--- src/rtl/serv_rf_ram_arb.sv ---
// Register-file RAM sequencer/arbiter: optional post-reset zero fill, core
// pass-through, and a 32-bit debug port serialised into RAM-width beats.
module serv_rf_ram_arb #(
    parameter int unsigned width    = 2,
    parameter int unsigned csr_regs = 4,
    parameter int unsigned CLEAR    = 1,
    parameter int unsigned DEPTH    = (32 + csr_regs) * 32 / width,
    parameter int unsigned AW       = $clog2(DEPTH)
) (
    input  logic             clk,
    input  logic             i_rst,
    // core side
    input  logic [AW-1:0]    i_c_waddr,
    input  logic [width-1:0] i_c_wdata,
    input  logic             i_c_wen,
    input  logic [AW-1:0]    i_c_raddr,
    output logic [width-1:0] o_c_rdata,
    // RAM side
    output logic [AW-1:0]    o_waddr,
    output logic [width-1:0] o_wdata,
    output logic             o_wen,
    output logic [AW-1:0]    o_raddr,
    input  logic [width-1:0] i_rdata,
    // core handshake
    input  logic             i_core_idle,
    output logic             o_core_stall,
    output logic             o_clr_done,
    // debug port
    input  logic             i_dbg_req,
    input  logic             i_dbg_we,
    input  logic [5:0]       i_dbg_reg,
    input  logic [31:0]      i_dbg_wdat,
    output logic [31:0]      o_dbg_rdat,
    output logic             o_dbg_ack
);

    localparam int unsigned N     = 32 / width;
    localparam int unsigned BCW   = $clog2(N + 1);
    localparam int unsigned NREGS = 32 + csr_regs;

    typedef enum logic [1:0] {
        S_CLEAR,
        S_IDLE,
        S_DRD,
        S_DWR
    } state_t;

    state_t           state;
    logic [AW-1:0]    cnt;
    logic [BCW-1:0]   beat;
    logic [5:0]       reg_q;
    logic [31:0]      wdat_q;

    logic             reg_ok;
    logic             grant;
    logic [AW-1:0]    dbg_addr;
    logic [31+width:0] rd_cat;

    // Register 0 and indices past the CSR slots never write and read as zero
    assign reg_ok   = (reg_q != 6'd0) && (32'(reg_q) < NREGS);
    assign grant    = i_dbg_req && i_core_idle && !o_dbg_ack;
    assign dbg_addr = AW'(32'(reg_q) * N + 32'(beat));
    // Returned beat enters at the top so beat 0 ends up in the LSBs
    assign rd_cat   = {(reg_ok ? i_rdata : {width{1'b0}}), o_dbg_rdat};

    assign o_c_rdata = i_rdata;

    // Sequencer state, beat/clear counters and registered handshake outputs
    always_ff @(posedge clk or posedge i_rst) begin
        if (i_rst) begin
            state        <= (CLEAR != 0) ? S_CLEAR : S_IDLE;
            cnt          <= '0;
            beat         <= '0;
            reg_q        <= '0;
            wdat_q       <= '0;
            o_dbg_ack    <= 1'b0;
            o_dbg_rdat   <= '0;
            o_clr_done   <= 1'b0;
            o_core_stall <= (CLEAR != 0);
        end else begin
            o_dbg_ack <= 1'b0;
            case (state)
                S_CLEAR: begin
                    cnt <= cnt + AW'(1);
                    if (cnt == AW'(DEPTH - 1)) begin
                        state        <= S_IDLE;
                        o_clr_done   <= 1'b1;
                        o_core_stall <= 1'b0;
                    end
                end
                S_IDLE: begin
                    if (grant) begin
                        reg_q        <= i_dbg_reg;
                        wdat_q       <= i_dbg_wdat;
                        beat         <= '0;
                        o_core_stall <= 1'b1;
                        state        <= i_dbg_we ? S_DWR : S_DRD;
                    end
                end
                S_DRD: begin
                    beat <= beat + BCW'(1);
                    // RAM data lags the address by one cycle; nothing valid yet at beat 0
                    if (beat != '0) begin
                        o_dbg_rdat <= rd_cat[31+width:width];
                    end
                    if (beat == BCW'(N)) begin
                        state        <= S_IDLE;
                        o_dbg_ack    <= 1'b1;
                        o_core_stall <= 1'b0;
                    end
                end
                S_DWR: begin
                    beat   <= beat + BCW'(1);
                    wdat_q <= wdat_q >> width;
                    if (beat == BCW'(N - 1)) begin
                        state        <= S_IDLE;
                        o_dbg_ack    <= 1'b1;
                        o_core_stall <= 1'b0;
                    end
                end
                default: state <= S_IDLE;
            endcase
        end
    end

    // RAM port steering: core pass-through unless the sequencer owns the RAM
    always_comb begin
        o_waddr = i_c_waddr;
        o_wdata = i_c_wdata;
        o_wen   = i_c_wen;
        o_raddr = i_c_raddr;
        case (state)
            S_CLEAR: begin
                o_waddr = cnt;
                o_wdata = '0;
                o_wen   = 1'b1;
            end
            S_DRD: begin
                o_wen   = 1'b0;
                o_raddr = dbg_addr;
            end
            S_DWR: begin
                o_wen   = reg_ok;
                o_waddr = dbg_addr;
                o_wdata = wdat_q[width-1:0];
            end
            default: ;
        endcase
    end

endmodule

--- config.mk ---
export PLATFORM = sky130hd
export DESIGN_NAME = serv_rf_ram_arb
export DESIGN_NICKNAME = d
export VERILOG_FILES = /design/src/rtl/serv_rf_ram_arb.sv
export SDC_FILE = /design/constraint.sdc
export NUM_CORES = 1
export LEC_CHECK = 0
export CORE_MARGIN = 2
export CORE_UTILIZATION = 40
export DETAILED_ROUTE_END_ITERATION = 10
export GPL_TIMING_DRIVEN = 0
export PLACE_DENSITY = 0.83
export SLEW_MARGIN = 0
export SYNTH_ARGS = -nofsm -noshare
export SYNTH_HDL_FRONTEND = slang
export SYNTH_SLANG_ARGS = --single-unit
--- constraint.sdc ---
create_clock -name clk -period 3.4 [get_ports clk]
set_clock_uncertainty 0.05 [all_clocks]
set_input_delay 1.02 -clock clk [delete_from_list [all_inputs] [get_ports clk]]
set_output_delay 1.02 -clock clk [all_outputs]
set_load 0.005 [all_outputs]
# Yosys cells after proc, flatten, opt, wreduce, memory -nomap -nowiden
# Cells that the tools add are included.
[word_totals] latchBits=0 mem_bits_rw=0 romBits=0 mem_count=0 reg_bits=90 out_inout_bits=60
[op_classes] n_mul=0 reduce_logical=16 n_mux=23 order_cmp=1 n_eq_ne=10 shift=0 bitwise_logic=0 n_div=0 addsub=3
[op_table] cell="$pmux 32 s2" count=1
[op_table] cell="$mux 32" count=1
[op_table] cell="$pmux 10 s2" count=1
[op_table] cell="$add 10x1->10 const B" count=1
[op_table] cell="$add 10x5->10" count=1
[op_table] cell="$eq 10x10->1 const B" count=1
[op_table] cell="$mux 10" count=1
[op_table] cell="$mux 2" count=5
[op_table] cell="$pmux 5 s2" count=1
[op_table] cell="$reduce_and 2->1" count=5
[op_table] cell="$ne 2x2->1 const B" count=4
[op_table] cell="$pmux 2 s4" count=1
[op_table] cell="$mux 1" count=7
[op_table] cell="$lt 6x6->1 const B" count=1
[op_table] cell="$reduce_bool 6->1" count=1
[op_table] cell="$add 5x1->5 const B" count=1
[op_table] cell="$eq 5x4->1 const B" count=1
[op_table] cell="$eq 5x5->1 const B" count=1
[op_table] cell="$mux 5" count=1
[op_table] cell="$reduce_bool 5->1" count=1
[op_table] cell="$eq 2x2->1 const B" count=2
[op_table] cell="$pmux 1 s4" count=1
[op_table] cell="$pmux 2 s2" count=1
[op_table] cell="$reduce_and 4->1" count=1
[op_table] cell="8 further kinds" count=11

# Longest topological paths before layout
# Gate-level depths: netlist of the first run.
[logic_depth] ltp_word=4 ltp_mapped=7 depth_no_buf=6

# Worst setup path before layout of the first run
# OpenSTA, ideal clock, no wires.
[synth_path] path_kind="register to output" start="reg state[0]" end="out o_waddr[4]" slack_ns=0.753 path_buffers=2 arrival_ns=1.577 t_required_ns=2.330 path_stages_with_launch=7 cell_sequence="dfrtp_1 inv_1 ha_1 clkbuf_1 buf_1 a22oi_1 o21ai_0"
[synth_via] elab_chain_cells=2 elab_cells_between_ends=3
[synth_lines] item="from (decl)" line_no="48" source="state_t state;"
[synth_lines] item="from (signal assigned)" line_no="71" source="state <= (CLEAR != 0) ? S_CLEAR : S_IDLE;"
[synth_lines] item="from (signal assigned)" line_no="97" source="state <= i_dbg_we ? S_DWR : S_DRD;"
[synth_lines] item="$eq 2x2->1 or $logic_not 2->1 (tied branches)" line_no="132" source="case (state)"
[synth_lines] item="$pmux 10 s2 *" line_no="132"
[synth_lines] item="to (decl)" line_no="19" source="output logic [AW-1:0] o_waddr,"
# Mark *: on every way between the ends. The rest lies on a longest branch, timed or not.

# Final worst setup path of the first run
[layout_path] start="reg reg_q[4]" end="out o_wen"
[layout_via] elab_chain_cells=3 elab_cells_between_ends=4
[layout_lines] item="from (decl)" line_no="51" source="logic [5:0] reg_q;"
[layout_lines] item="from (signal assigned)" line_no="93" source="reg_q <= i_dbg_reg;"
[layout_lines] item="$lt 6x6->1 or $reduce_bool 6->1 (tied branches)" line_no="60" source="assign reg_ok = (reg_q != 6'd0) && (32'(reg_q) < NREGS);"
[layout_lines] item="$logic_and 1x1->1 *" line_no="60"
[layout_lines] item="$pmux 1 s3 *" line_no="132"
[layout_lines] item="to (decl)" line_no="21" source="output logic o_wen,"
# Marked as above.

==> results of run 1 <==
-- cells by family (layout without fill, tap and decap cells) --
| family | after synthesis | after routing |
|---|---|---|
| buf+inv | 71 | 215 |
| simple gates | 87 | 87 |
| flops | 90 | 90 |
| fa+ha+maj | 10 | 10 |
| xor+xnor | 14 | 14 |
| mux | 79 | 79 |
| compound gates | 76 | 76 |
-- registers in the layout (all words and copies together), names as in the netlist --
signal,count
o_dbg_rdat,32
reg_q,6
cnt,10
o_dbg_ack,1
state,2
wdat_q,32
o_clr_done,1
beat,5
o_core_stall,1
-- through the flow --
stage / cells / hold slack (ns) / total power (W) / utilization [%]
after floorplan: 427 / 0.400 / 0.00264 / -
after global placement: 697 / 0.412 / 0.00327 / 53.4
after detailed placement: 699 / 0.414 / 0.00336 / 53.8
after CTS: 714 / 0.432 / 0.00462 / 57.2
after global routing: 714 / 0.458 / 0.00494 / 57.6
final: 714 / 0.433 / 0.00463 / 57.6
-- timing repair --
item                                    CTS  global route
pin swaps                                 0             1
gates resized for setup                   9            14
endpoints found under the setup margin   21            18
setup buffers                             1             1
-- cell usage after synthesis, drive strengths merged, types with 3 or more instances --
cell / count / share of area (%)
dfrtp: 89 / 48
nor2: 6 / 0.49
clkbuf: 16 / 1.3
nand4: 3 / 0.41
ha: 10 / 2.7
nand2: 54 / 4.4
mux2: 47 / 11
a22oi: 9 / 1.5
nand3: 7 / 0.76
inv: 15 / 1.2
o21ai: 45 / 4.9
nor3: 7 / 0.76
o22ai: 3 / 0.41
a21oi: 3 / 0.32
mux2i: 32 / 6.9
xor2: 5 / 0.95
buf: 40 / 6.1
xnor2: 9 / 1.7
a22o: 3 / 0.57
-- where the power goes --
group	internal [W]	switching [W]
logic	0.000932	0.000810
clock network	0.000801	0.000437
registers	0.00139	0.000259
-- critical path, cell delays in order, from the launching register on --
cell and delay, ns:
dfrtp_1 0.43, nor3_2 0.23, mux2_4 0.36, o21a_1 0.19
o21ai_1 0.11, clkdlybuf4s50_1 0.53
-- layer usage --
metal	wire (um)	global-route usage, %	vias to the layer above
li1	-	-	1731
met1	4600	22.4	1736
met2	5300	30.1	93
met3	605	4.19	10
met4	104	4.94	0
met5	0	0	-
-- final cells by class --
type	instances	area, um2	area share, %
Buffer	53	354	5.40
Clock buffer	9	225	3.44
Clock inverter	7	146	2.23
Inverter	15	60.1	0.917
Multi-Input combinational cell	266	2010	30.6
Sequential cell	90	2250	34.4
Tap cell	143	179	2.73
Timing Repair Buffer	131	1330	20.3
-- worst paths after layout --
kind | startpoint | to | slack, ns | cells past startpoint
max | reg_q[4] | o_wen | 0.15 | 5
min | wdat_q[23] | wdat_q[23] | 0.43 | 2
max reg2reg | state[1] | wdat_q[26] | 1.04 | 7
min reg2reg | wdat_q[23] | wdat_q[23] | 0.43 | 2
max in group asynchronous | i_rst | o_core_stall | 1.78 | 3
min in group asynchronous | i_rst | wdat_q[21] | 0.96 | 2
==> results.ini, run 1 <==
[logic_synthesis]
async_flop_share_pct = 100
ys_types = 39
synthSimpleGateAreaFrac_pct = 8.42
synth_seq_cells = 90
synth_top_family_by_area = multiplexers
yosys.area_share.xor_xnor_pct = 2.65
ys.flop_type = dfrtp_1
synth_nets = 505
synth_adder_area_share_pct = 2.71
synth.cell_area_mm2 = 0.00462
synth_edf_count = 0
yosysWarnings = 0
syn_inst = 427
synth_mux_area_share_pct = 18.4
syn_avg_cell_area_um2 = 10.8
ys_seq_area_share_pct = 48.8
synth_compound_area_share_pct = 10.4

[floorplan]
design.die.area_mm2 = 0.0124
io_pins = 128
core_mm2 = 0.0114
fp.dieH_um = 111
rows = 39
die_w_um = 111
start_util_pct = 40.7

[route]
drt_pass1_iterations = 4
first_iter_violations = 128
antenna_left = 0
routed_wl_mm = 10.6
viasPerCell = 5.00
wl_per_cell_um = 14.9
drc = 0
vias = 3570

[final_layout]
postLayoutCellArea_mm2 = 0.00655
final_cell_mix = clkdlybuf4s50_1, dfrtp_1, nand2_1, mux2_2, o21ai_0
num-fill-cells = 975
drive_gt1_share_pct = 20.5
fin_nets = 644
area_delta_synth_final_pct = 41.8
mostFrequentLayoutCell = clkdlybuf4s50_1
antennaDiodeCount = 0

[sta]
fin_crit_ns = 3.25
finalSetupViolCount = 0
setup_tns_ns = 0
drv_slew = 0
maxSlewHeadroom_pct = 50.8
final_hold_viol_count = 0
fin_ws_ns = 0.146
max_freq_mhz = 307
finalCritPeriodShare_pct = 95.7
tightest_slew_ns = 0.729

[clocking]
path_clk_slew_ns = 0.06
clock_insertion_delay_worst_skew_ns = 0.34
cts_num_sinks = 90
cts_tree = yes
clockBufferDepth = 2
root_buffer = clkbuf_16
numCtsBuffers = 9
hold_buffers = 0
htree_levels = 3

[outcome]
outcome = complete, no violations

[global_routing]
first_global_vias = 3674
grt_start_max_net_pins = 42
gr-total-overflow = 0
grt_pass1_wl_mm = 17.9
antenna_found_initial = 0
grt_util_all_layers_pct = 17.6

[power_and_ir_drop]
vdd_ir_drop_max_uv = 368
leakage_nw = 2.95
power_density_mw_per_mm2 = 706

[place]
place_ws_ns = -0.0568
io_buffers = 127
hpwl_mm = 8.14
gp_congestion = 0.828
dpl-instance-area_mm2 = 0.00612

[job]
cap_violations = 0

[setup_path]
arrival_ns = 2.18
critPathLaunchType = flip-flop
critPathKind = reg2out
critPathRequiredTime_ns = 2.33
cp-end-kind = primary output
crit_fanout = 4

[min_path]
hold_path.class = reg2reg

Power figures use the tool's default switching activity.
==> inputs of run 2 (changes only) <==
GPL_TIMING_DRIVEN = 1   (was 0)
==> run 2 against run 1 <==
Net effect: clock-buffer cell count did not move; global-route usage shrank 1.3 points; hold slack worse by 0.0071 ns; largest power group is now registers; core utilization decreased by 3.7 points; clock power decreased by 25%.
==> results.ini, run 2 (synthesized netlist as in run 1, its figures left out) <==
[clocking]
clockBufferDepth = 2  ; unchanged
hold_buffers = 0  ; unchanged
path_clk_slew_ns = 0.06  ; about the same
htree_levels = 3  ; unchanged
clock_insertion_delay_worst_skew_ns = 0.34  ; about the same
cts_num_sinks = 90  ; unchanged
numCtsBuffers = 9  ; unchanged
root_buffer = clkbuf_16
cts_tree = yes

[power_and_ir_drop]
net-switching-power_w = 0.00145  ; -3.8%
power_frac_seq_pct = 39.4  ; +3.8 points
leakage_nw = 2.69  ; -8.8%
p_clk_share_pct = 22.2  ; -4.5 points
combPwrFrac_pct = 38.4  ; +0.8 points
netSwitchingFraction_pct = 34.6  ; +2.1 points
power_density_mw_per_mm2 = 683  ; -3.4%
p_total_w = 0.00418  ; -9.6%
vdd_ir_drop_max_uv = 305  ; -17%
p_int_w = 0.00273  ; -12%

[min_path]
hold_path.class = reg2reg
min_from = o_clr_done

[setup_path]
cp-end-kind = primary output
cpMaxStageDelayCell = dfrtp_2
critPathLaunchType = flip-flop
critical_path.top_delay_family = flip-flops
arrival_ns = 2.33  ; +0.15 ns
worstPathCellList = ha_2, ha_1, nand3_1, xor2_2, o21ai_0, mux2_2, clkdlybuf4s50_1
r2r-start = state[1]
crit_start = beat[4]
crit_fanout = 4  ; unchanged
critPathRequiredTime_ns = 2.33  ; about the same
crit_buf_inv = 1  ; unchanged
r2r_slack_ns = 1.11  ; +0.07 ns
critPathKind = reg2out
cpPeakStageDelay_ns = 0.44  ; -0.09 ns

[final_layout]
postLayoutCellArea_mm2 = 0.00613  ; -6.5%
final_cell_mix = clkdlybuf4s50_1, dfrtp_1, nand2_1, o21ai_0, mux2_2
num-fill-cells = 972  ; -0.31%
fin_nets = 596  ; -7.5%
drive_gt1_share_pct = 15.7  ; -4.8 points
mostFrequentLayoutCell = clkdlybuf4s50_1
antennaDiodeCount = 0  ; unchanged
final-instance-count-excl-fill = 666  ; -6.7%
top_regs = o_dbg_rdat: 32 flops, wdat_q: 32 flops, cnt: 10 flops
area_delta_synth_final_pct = 32.6

[floorplan]
rows = 39  ; unchanged
io_pins = 128  ; unchanged
design.die.area_mm2 = 0.0124  ; unchanged
fp.dieH_um = 111  ; unchanged
core_mm2 = 0.0114  ; unchanged
start_util_pct = 40.7  ; unchanged
die_w_um = 111  ; unchanged

[place]
io_buffers = 127  ; unchanged
placed_cells = 649  ; -7.2%
gp_congestion = 0.795  ; -3.9%
hpwl_mm = 7.31  ; -10%
dpl-instance-area_mm2 = 0.00582  ; -4.8%

[sta]
holdWs_ns = 0.426  ; -0.00714 ns
fin_crit_ns = 3.40  ; +0.146 ns
maxSlewHeadroom_pct = 54.9  ; +4.1 points
tightest_slew_ns = 0.676  ; -0.0531 ns
rsz0062_at_grt = true
final_hold_viol_count = 0  ; unchanged
drv_slew = 0  ; unchanged
finalCritPeriodShare_pct = 100  ; +4.3 points
setup_tns_ns = 0  ; unchanged
finalSetupViolCount = 0  ; unchanged
max_freq_mhz = 294  ; -4.3%

[route]
viasPerCell = 5.10  ; +1.9%
antenna_left = 0  ; unchanged
routed_wl_mm = 9.99  ; -5.8%
first_iter_violations = 176  ; +38%
drt_pass1_iterations = 4  ; unchanged
vias = 3394  ; -4.9%
wl_per_cell_um = 15.0  ; +1.0%
drc = 0  ; unchanged

[global_routing]
first_global_vias = 3424  ; -6.8%
gr-total-overflow = 0  ; unchanged
antenna_found_initial = 0  ; unchanged
grt_pass1_wl_mm = 16.5  ; -8.0%
grt_util_all_layers_pct = 16.3  ; -1.3 points
grt_start_max_net_pins = 63  ; +50%

[job]
cap_violations = 0  ; unchanged

[outcome]
outcome = complete, no violations

## run 2: routing by layer
layer  up-vias  track usage (%)  wire [um]
li1       1631                -          -
met1      1656             20.3       4460
met2        94             27.1       4850
met3        13             4.95        546
met4         0             5.43        133
met5         -                0          0
## run 2: area by class of cell
type | instances | area [um2] | share of cell area, %
clock inverters | 7 | 52.6 | 0.858
flip-flops and latches | 90 | 2250 | 36.8
well taps | 143 | 179 | 2.92
repair buffers | 136 | 1340 | 21.9
clock buffers | 9 | 225 | 3.68
multi-input cells | 266 | 2010 | 32.9
inverters | 15 | 60.1 | 0.980
## run 2: power groups by stage
stage          logic (W)  registers, W  clock network [W]
2_1_floorplan    0.00105       0.00158                  0
5_1_grt          0.00179       0.00169            0.00101
3_3_place_gp     0.00154       0.00164                  0
4_1_cts          0.00161       0.00164           0.000960
3_5_place_dp     0.00159       0.00166                  0
6_report         0.00161       0.00165           0.000927
## run 2: stage by stage
| step | util (%) | worst slack, ns |
|---|---|---|
| 3_3_place_gp | 51.2 | 0.180 |
| 4_1_cts | 53.7 | 0.00997 |
| 6_report | 53.9 | 0.000161 |
| 2_1_floorplan | - | 0.753 |
| 5_1_grt | 53.9 | -0.0644 |
| 3_5_place_dp | 51.2 | 0.158 |
## run 2: timing repair
item / in CTS / in global routing
buffers inserted: 1 / 0
resized for setup: 3 / 4
endpoints found under the setup margin: 8 / 11
## run 2: worst paths after layout
| check | to | depth (start not counted) |
|---|---|---|
| max reg2reg | wdat_q[31] | 6 |
| max in group asynchronous | beat[4] | 3 |
| max | o_waddr[8] | 7 |
| min | o_clr_done | 1 |
| min in group asynchronous | o_dbg_rdat[18] | 3 |
| min reg2reg | o_clr_done | 1 |
==> inputs of run 3 (changes only) <==
CTS_CLUSTER_SIZE = 28   (was not set)
==> results of run 3 <==
The final DEF is identical to that of run 2; final timing and power are the same.
